## config.mk

```make
export PLATFORM = sky130hd
export DESIGN_NAME = alu_issue
export DESIGN_NICKNAME = d
export VERILOG_FILES = /design/src/rtl/alu_issue.sv
export SDC_FILE = /design/constraint.sdc
export NUM_CORES = 1
export LEC_CHECK = 0
export CAP_MARGIN = 20
export CORE_UTILIZATION = 40
export CTS_BUF_LIST = sky130_fd_sc_hd__clkbuf_2
export CTS_CLUSTER_SIZE = 30
export DETAILED_ROUTE_END_ITERATION = 10
export DONT_BUFFER_PORTS = 1
export PLACE_DENSITY = 0.54
export SLEW_MARGIN = 30
export SYNTH_ARGS = -nofsm -noshare
export SYNTH_HDL_FRONTEND = slang
export SYNTH_SLANG_ARGS = --single-unit
```

## constraint.sdc

```tcl
create_clock -name clk -period 10.2 [get_ports clk]
set_clock_uncertainty 0.05 [all_clocks]
set_input_delay 3.06 -clock clk [delete_from_list [all_inputs] [get_ports clk]]
set_output_delay 3.06 -clock clk [all_outputs]
set_load 0.01 [all_outputs]
```

## src/rtl/alu_issue.sv

```systemverilog
// alu_issue: single-entry execute-issue register with operand select and writeback forwarding.
module alu_issue #(
  parameter int SIZE = 32
) (
  input  logic            clk,
  input  logic            rst,
  input  logic            in_valid_i,
  output logic            in_ready_o,
  input  logic [2:0]      f3_i,
  input  logic [6:0]      f7_i,
  input  logic [4:0]      rs1_addr_i,
  input  logic [4:0]      rs2_addr_i,
  input  logic [SIZE-1:0] rs1_data_i,
  input  logic [SIZE-1:0] rs2_data_i,
  input  logic [SIZE-1:0] imm_i,
  input  logic [SIZE-1:0] pc_i,
  input  logic [1:0]      op1_sel_i,
  input  logic            op2_sel_i,
  input  logic [4:0]      rd_i,
  input  logic            rd_we_i,
  input  logic            fwd_valid_i,
  input  logic [4:0]      fwd_rd_i,
  input  logic [SIZE-1:0] fwd_data_i,
  input  logic            flush_i,
  output logic            out_valid_o,
  input  logic            out_ready_i,
  output logic [2:0]      f3_o,
  output logic [6:0]      f7_o,
  output logic [SIZE-1:0] op1_o,
  output logic [SIZE-1:0] op2_o,
  output logic [4:0]      rd_o,
  output logic            rd_we_o
);
  logic [4:0] rs1_q, rs2_q;
  logic reg1_q, reg2_q;
  logic capture, fwd1, fwd2, hit1, hit2;
  logic [SIZE-1:0] rs1_val, rs2_val, op1_nxt, op2_nxt;
  assign in_ready_o = !out_valid_o || out_ready_i;
  assign capture = in_valid_i && in_ready_o && !flush_i;
  assign fwd1 = fwd_valid_i && fwd_rd_i == rs1_addr_i && rs1_addr_i != 5'd0;
  assign fwd2 = fwd_valid_i && fwd_rd_i == rs2_addr_i && rs2_addr_i != 5'd0;
  assign rs1_val = fwd1 ? fwd_data_i : rs1_data_i;
  assign rs2_val = fwd2 ? fwd_data_i : rs2_data_i;
  assign op1_nxt = op1_sel_i == 2'b00 ? rs1_val : op1_sel_i == 2'b01 ? pc_i : '0;
  assign op2_nxt = op2_sel_i ? imm_i : rs2_val;
  // held operands only snoop if they came from the register file
  assign hit1 = reg1_q && fwd_valid_i && fwd_rd_i == rs1_q && rs1_q != 5'd0;
  assign hit2 = reg2_q && fwd_valid_i && fwd_rd_i == rs2_q && rs2_q != 5'd0;
  always_ff @(posedge clk or posedge rst)
    if (rst) begin
      out_valid_o <= 1'b0;
      f3_o <= '0;
      f7_o <= '0;
      op1_o <= '0;
      op2_o <= '0;
      rd_o <= '0;
      rd_we_o <= 1'b0;
      rs1_q <= '0;
      rs2_q <= '0;
      reg1_q <= 1'b0;
      reg2_q <= 1'b0;
    end else begin
      out_valid_o <= !flush_i && (capture || (out_valid_o && !out_ready_i));
      if (capture) begin
        f3_o <= f3_i;
        f7_o <= (op2_sel_i && f3_i != 3'b101) ? 7'd0 : f7_i;
        op1_o <= op1_nxt;
        op2_o <= op2_nxt;
        rd_o <= rd_i;
        rd_we_o <= rd_we_i;
        rs1_q <= rs1_addr_i;
        rs2_q <= rs2_addr_i;
        reg1_q <= op1_sel_i == 2'b00;
        reg2_q <= !op2_sel_i;
      end else if (out_valid_o) begin
        if (hit1) op1_o <= fwd_data_i;
        if (hit2) op2_o <= fwd_data_i;
      end
    end
endmodule

```

# Word-level counts from Yosys, hierarchy flattened
# Cells that the tools add are included.
[op_classes]
eq_ne = 6
mux = 12
reduce_logical = 31
[op_table]
columns = ["cell", "n"]
rows = [
  ["2-to-1 mux 32 bit", 11],
  ["== test 5 bit", 4],
  ["nonzero test 5 bit", 4],
  ["logical AND 1 bit", 15],
  ["2-to-1 mux 7 bit", 1],
  ["nonzero test 2 bit", 3],
  ["zero test 1 bit", 4],
  ["AND reduction 2 bit", 2],
  ["inequality test 3 bit, second input constant", 1],
  ["== test 2 x 1 -> 1 bit, second input constant", 1],
  ["zero test 2 bit", 1],
  ["logical OR 1 bit", 2],
]
[totals]
register_bits = 93
input_bits = 200
output_inout_bits = 82

# Logic depth before layout (Yosys ltp)
# Gate-level depths: netlist of run 1.
[depth]
ltp_word = 6
ltp_mapped = 8
ltp_nobuf = 5

# Worst setup path after synthesis of run 1
# OpenSTA, ideal clock, no wires.
[synth_path]
path_type = "input-to-output"
startpoint = "input port out_ready_i"
endpoint = "output port in_ready_o"
arrival_time_ns = 3.251
required_ns = 7.090
slack_ns = 3.839
path_stages = 1
cell_sequence = "nand2b_1"
[synth_via]
elab_chain_cells = 1
[synth_lines]
columns = ["element", "line_no", "text"]
rows = [
  ["start: declaration", "26", "input logic out_ready_i,"],
  ["logical OR 1 bit", "38", "assign in_ready_o = !out_valid_o || out_ready_i;"],
  ["end: declaration", "8", "output logic in_ready_o,"],
]
# Every way passes these cells.

# Worst setup path in the final report of run 1
# Ends and elaborated chain as after synthesis.

==> metrics, run 1 <==
status complete, no violations; Setup Buffers After CTS 0; drt drc 0; number of gates resized after CTS 0; DP Wirelength 12900 µm; WP data required 7.09 ns; antenna violations before repair 1; die span in y 121 µm; clk buf depth 2; Yosys cell types 43; CP max-delay cell nand2b_1; # rows 43; GRT overflow 0; Starting DRT DRC Count 245; slowest cell delay on critical path 0.22 ns; startpoint types input port; Pre-antenna DRT Iters 4; commonest non-fill, non-tap cell in the layout nand2_1; die area 14700 µm²; fillers 1398; Most Crowded Layer GR met2; CP Max Fanout 4; Cells after Synth 630; hold-fix buffers at CTS 0; IO Count 282; minimum clock period 6.39 ns; area of the multi-input gates 3050 µm²; Antenna Nets Post-Route 0; leakage dissipation 2.47 nW; mapped cell area 5680 µm²; kind of cell adding the most delay to the critical path simple AND/OR/NAND/NOR gates; final setup fails 0; Tot Pwr 0.844 mW; class of the worst hold path flip-flop to flip-flop; vias 4985; mean post-synth cell area 9.02 µm²; most frequent cells in the layout 95 x nand2_1, 93 x dfrtp_1, 66 x nor2_1; reg2reg path depth 6; vias in the first global route 4967; Critical Path Sink in_ready_o; crit-path cells nand2b_1; Setup TNS 0 ns; asr flop ratio synth 1.00; routed wire length 19100 µm; Crit path buffers/inverters 0; met3 usage 0.0771; Worst Max-Slew Pin Slew 0.931 ns; Die W 121 µm; RSZ-0062 raised after global routing no; Max-slew headroom 0.374; maximum vdd drop 72.0 µV; maximum clock frequency 157 MHz; Primary FF master, synth dfrtp_1; Register Area 2330 µm²; WL/cell 24.5 µm; FF-to-FF Start out_valid_o; Slew Viols, Final 0; final hold violations 0; largest net degree at the start of global routing 67; H-tree depth 3; critical path depth in cells 1; met2 Use GR 0.443; core area 13900 µm²; fin nets 793; share of post-route cells with drive strength above 1 0.120; register area share after synthesis 0.409; synth warn 0; Post-Syn Nets 830; Tcrit/Tclk final 0.626; FF+latch count, synth 93; power per cell area 145 nW/µm²; I/O Buffers 0; critical path class input port to output port; initial core utilization 0.410; Reg2Reg Setup Slack 7.40 ns; worst skew pair latency 0.59 ns; Worst Setup SP out_ready_i; Root Driver clkbuf_2; CTS tree done; Total GRT Usage 0.254; clk slew on worst S/H paths 0.31 ns; area grow syn2layout 2.29%; Post-synth EDFFs 0; Worst Setup End Kind output port; reg2reg end op2_o[10]; global-route wire length before repair 27900 µm; Max Cap Viol 0; Num CTS Buffers 9; Worst EP arrival 3.28 ns; met1 GRT Util 0.296; # clock sinks 93; Vias per Instance 6.40; Final GP Congestion 0.797
## cells by family after synthesis
kind of cell              Yosys count  synth area share
and+or+nand+nor                   251             0.195
buffers and inverters              62            0.0574
AOI/OAI and AO/OA                 175             0.256
muxes                              32            0.0564
xor gates and xnor gates           17            0.0262
DFF                                93             0.409
## final cells by class
class                           instances  share of cell area
Multi-Input combinational cell        475               0.525
Sequential cell                        93               0.400
Tap cell                              180              0.0387
Timing Repair Buffer                   10              0.0129
Clock inverter                          7              0.0118
Clock buffer                            9             0.00775
Inverter                                4             0.00301
Antenna cell                            1            0.000430
## state kept, by name (all words and copies together), names as in the netlist
| register | cells |
|---|---|
| f7_o | 7 |
| rs2_q | 5 |
| op2_o | 32 |
| reg1_q | 1 |
| rd_we_o | 1 |
| out_valid_o | 1 |
| f3_o | 3 |
| reg2_q | 1 |
| rd_o | 5 |
| rs1_q | 5 |
| op1_o | 32 |
## how the worst min path moves through the flow
stage | from | endpoint | cells past startpoint
4_1_cts | reg1_q | reg1_q | 2
2_1_floorplan | reg1_q | reg1_q | 2
6_report | reg2_q | reg2_q | 2
3_5_place_dp | reg1_q | reg1_q | 2
5_1_grt | reg1_q | reg1_q | 2
3_3_place_gp | reg1_q | reg1_q | 2
## routing by layer
layer | vias to the layer above | routed length, µm
li1 | 2218 | -
met1 | 2460 | 7380
met2 | 286 | 9490
met3 | 21 | 1910
met4 | 0 | 276
met5 | - | 0
## power by group
part           leakage, nW  internal (mW)  switching, mW  total [mW]
clock network       0.0737         0.0422          0.153       0.195
registers             1.13          0.424         0.0686       0.493
logic                 1.27         0.0725         0.0829       0.155
total                 2.47          0.539          0.305       0.844
## cells in the mapped netlist (7+ instances only)
| cell | number | share of area |
|---|---|---|
| a31oi_1 | 32 | 0.035 |
| mux2i_1 | 32 | 0.056 |
| a21oi_1 | 33 | 0.029 |
| o21ai_0 | 34 | 0.030 |
| nand2_1 | 96 | 0.063 |
| buf_2 | 13 | 0.011 |
| a22o_1 | 7 | 0.011 |
| a2bb2oi_1 | 31 | 0.048 |
| xnor2_1 | 13 | 0.020 |
| dfrtp_1 | 93 | 0.41 |
| clkbuf_1 | 33 | 0.022 |
| o32ai_2 | 30 | 0.086 |
| nor3_1 | 63 | 0.055 |
| nor2_1 | 67 | 0.044 |
## through the flow
step	instance area (µm²)	instances	utilization	hold WS [ns]	setup WS, ns
2_1_floorplan	5680	630	-	0.391	3.84
3_3_place_gp	5700	762	0.410	0.411	3.81
3_5_place_dp	5700	762	0.410	0.423	3.81
4_1_cts	5810	778	0.419	0.481	3.81
5_1_grt	5810	779	0.419	0.501	3.80
6_report	5810	779	0.419	0.477	3.81
(Power assumes the default switching activity.)
==> run 2: changes to the inputs <==
==> constraint.sdc (replaced) <==
create_clock -name clk -period 6.55 [get_ports clk]
set_clock_uncertainty 0.05 [all_clocks]
set_input_delay 1.965 -clock clk [delete_from_list [all_inputs] [get_ports clk]]
set_output_delay 1.965 -clock clk [all_outputs]
set_load 0.01 [all_outputs]
==> metrics, run 2 (synthesis gave the netlist of run 1 again) <==
status complete, no violations; Tcrit/Tclk final 0.641; Total GRT Usage 0.253; DP Wirelength 12800 µm; most frequent cells in the layout 95 x nand2_1, 93 x dfrtp_1, 66 x nor2_1; placed cells 762; CTS tree done; Crit path buffers/inverters 0; Reg2Reg Setup Slack 4.03 ns; worst skew pair latency 0.57 ns; Worst Setup End Kind output port; critical path class input port to output port; reg2reg end op1_o[3]; routed wire length 18900 µm; hold-fix buffers at CTS 0; Worst EP arrival 2.19 ns; vias in the first global route 4964; Area after DPL 5700 µm²; Starting DRT DRC Count 301; power per cell area 224 nW/µm²; GRT overflow 0; slowest cell delay on critical path 0.22 ns; fin util 0.419; clk slew on worst S/H paths 0.29 ns; global-route wire length before repair 28000 µm; number of gates resized after CTS 0; Final GP Congestion 0.818; WL/cell 24.2 µm; final hold violations 0; kind of cell adding the most delay to the critical path simple AND/OR/NAND/NOR gates; fillers 1417; Num CTS Buffers 9; Die W 121 µm; WP data required 4.53 ns; CP Max Fanout 4; vias 4945; Non-Filler Instances 780; Antenna Nets Post-Route 0; initial core utilization 0.410; minimum clock period 4.20 ns; # clock sinks 93; die span in y 121 µm; # rows 43; Max Cap Viol 0; leakage dissipation 2.47 nW; crit-path cells nand2b_1; startpoint types input port; fin nets 794; Worst Setup SP out_ready_i; class of the worst hold path flip-flop to flip-flop; Pre-antenna DRT Iters 4; Critical Path Sink in_ready_o; share of post-route cells with drive strength above 1 0.122; Final Instance Area 5820 µm²; Worst Max-Slew Pin Slew 0.940 ns; Tot Pwr 1.31 mW; die area 14700 µm²; Root Driver clkbuf_2; reg2reg path depth 6; Vias per Instance 6.34; commonest non-fill, non-tap cell in the layout nand2_1; core area 13900 µm²; FF-to-FF Start out_valid_o; CP max-delay cell nand2b_1; largest net degree at the start of global routing 69; RSZ-0062 raised after global routing no; maximum vdd drop 94.8 µV; I/O Buffers 0; final setup fails 0; critical path depth in cells 1; Max-slew headroom 0.374; clk buf depth 2; drt drc 0; H-tree depth 3; Slew Viols, Final 0; Setup Buffers After CTS 0; IO Count 282; Setup TNS 0 ns; area grow syn2layout 2.42%; maximum clock frequency 238 MHz; Top Registers op1_o: 32 flops, op2_o: 32 flops, f7_o: 7 flops; antenna violations before repair 1
-- run 2: cell count changes in the layout (fill, tap and decap cells not counted) --
cell,change
clkinv_4,+4
inv_6,-4
buf_4,+1
-- run 2: routing by layer --
layer | vias to the layer above | global-route usage | wire, µm
li1 | 2217 | - | -
met1 | 2446 | 0.303 | 7420
met2 | 260 | 0.430 | 9400
met3 | 22 | 0.0695 | 1740
met4 | 0 | 0.0972 | 298
met5 | - | 0 | 0
-- run 2: worst reg2reg max path, delay by kind of cell (launching register included) --
kind / cells / cell delay, ns
simple gates: 3 / 1.12
compound gates: 2 / 0.42
buf+inv: 1 / 0.36
flops: 1 / 0.52
-- run 2: per-stage QoR --
step | worst slack, ns | hold WS, ns
6_report | 2.35 | 0.474
5_1_grt | 2.33 | 0.505
4_1_cts | 2.35 | 0.475
3_5_place_dp | 2.34 | 0.417
3_3_place_gp | 2.35 | 0.416
2_1_floorplan | 2.11 | 0.391
-- run 2: area by class of cell --
type / count / area, µm² / area share
flip-flops and latches: 93 / 2330 / 0.400
multi-input cells: 475 / 3050 / 0.524
clock buffers: 9 / 45.0 / 0.00774
diodes: 1 / 2.50 / 0.000430
well taps: 180 / 225 / 0.0387
clock inverters: 7 / 68.8 / 0.0118
inverters: 4 / 17.5 / 0.00301
repair buffers: 11 / 82.6 / 0.0142
-- run 2: worst min-delay path by stage --
stage	start	endpoint	slack (ns)	cells past startpoint
after global routing	reg1_q	reg1_q	0.51	2
after global placement	reg1_q	reg1_q	0.42	2
after CTS	reg1_q	reg1_q	0.47	2
after floorplan	reg1_q	reg1_q	0.39	2
after detailed placement	reg1_q	reg1_q	0.42	2
final	reg2_q	reg2_q	0.47	2
-- run 2: power breakdown --
part	leakage (nW)	switching, mW	internal [mW]
combinational	1.27	0.129	0.113
clock	0.0720	0.232	0.0626
sequential	1.13	0.109	0.660
total	2.47	0.470	0.836
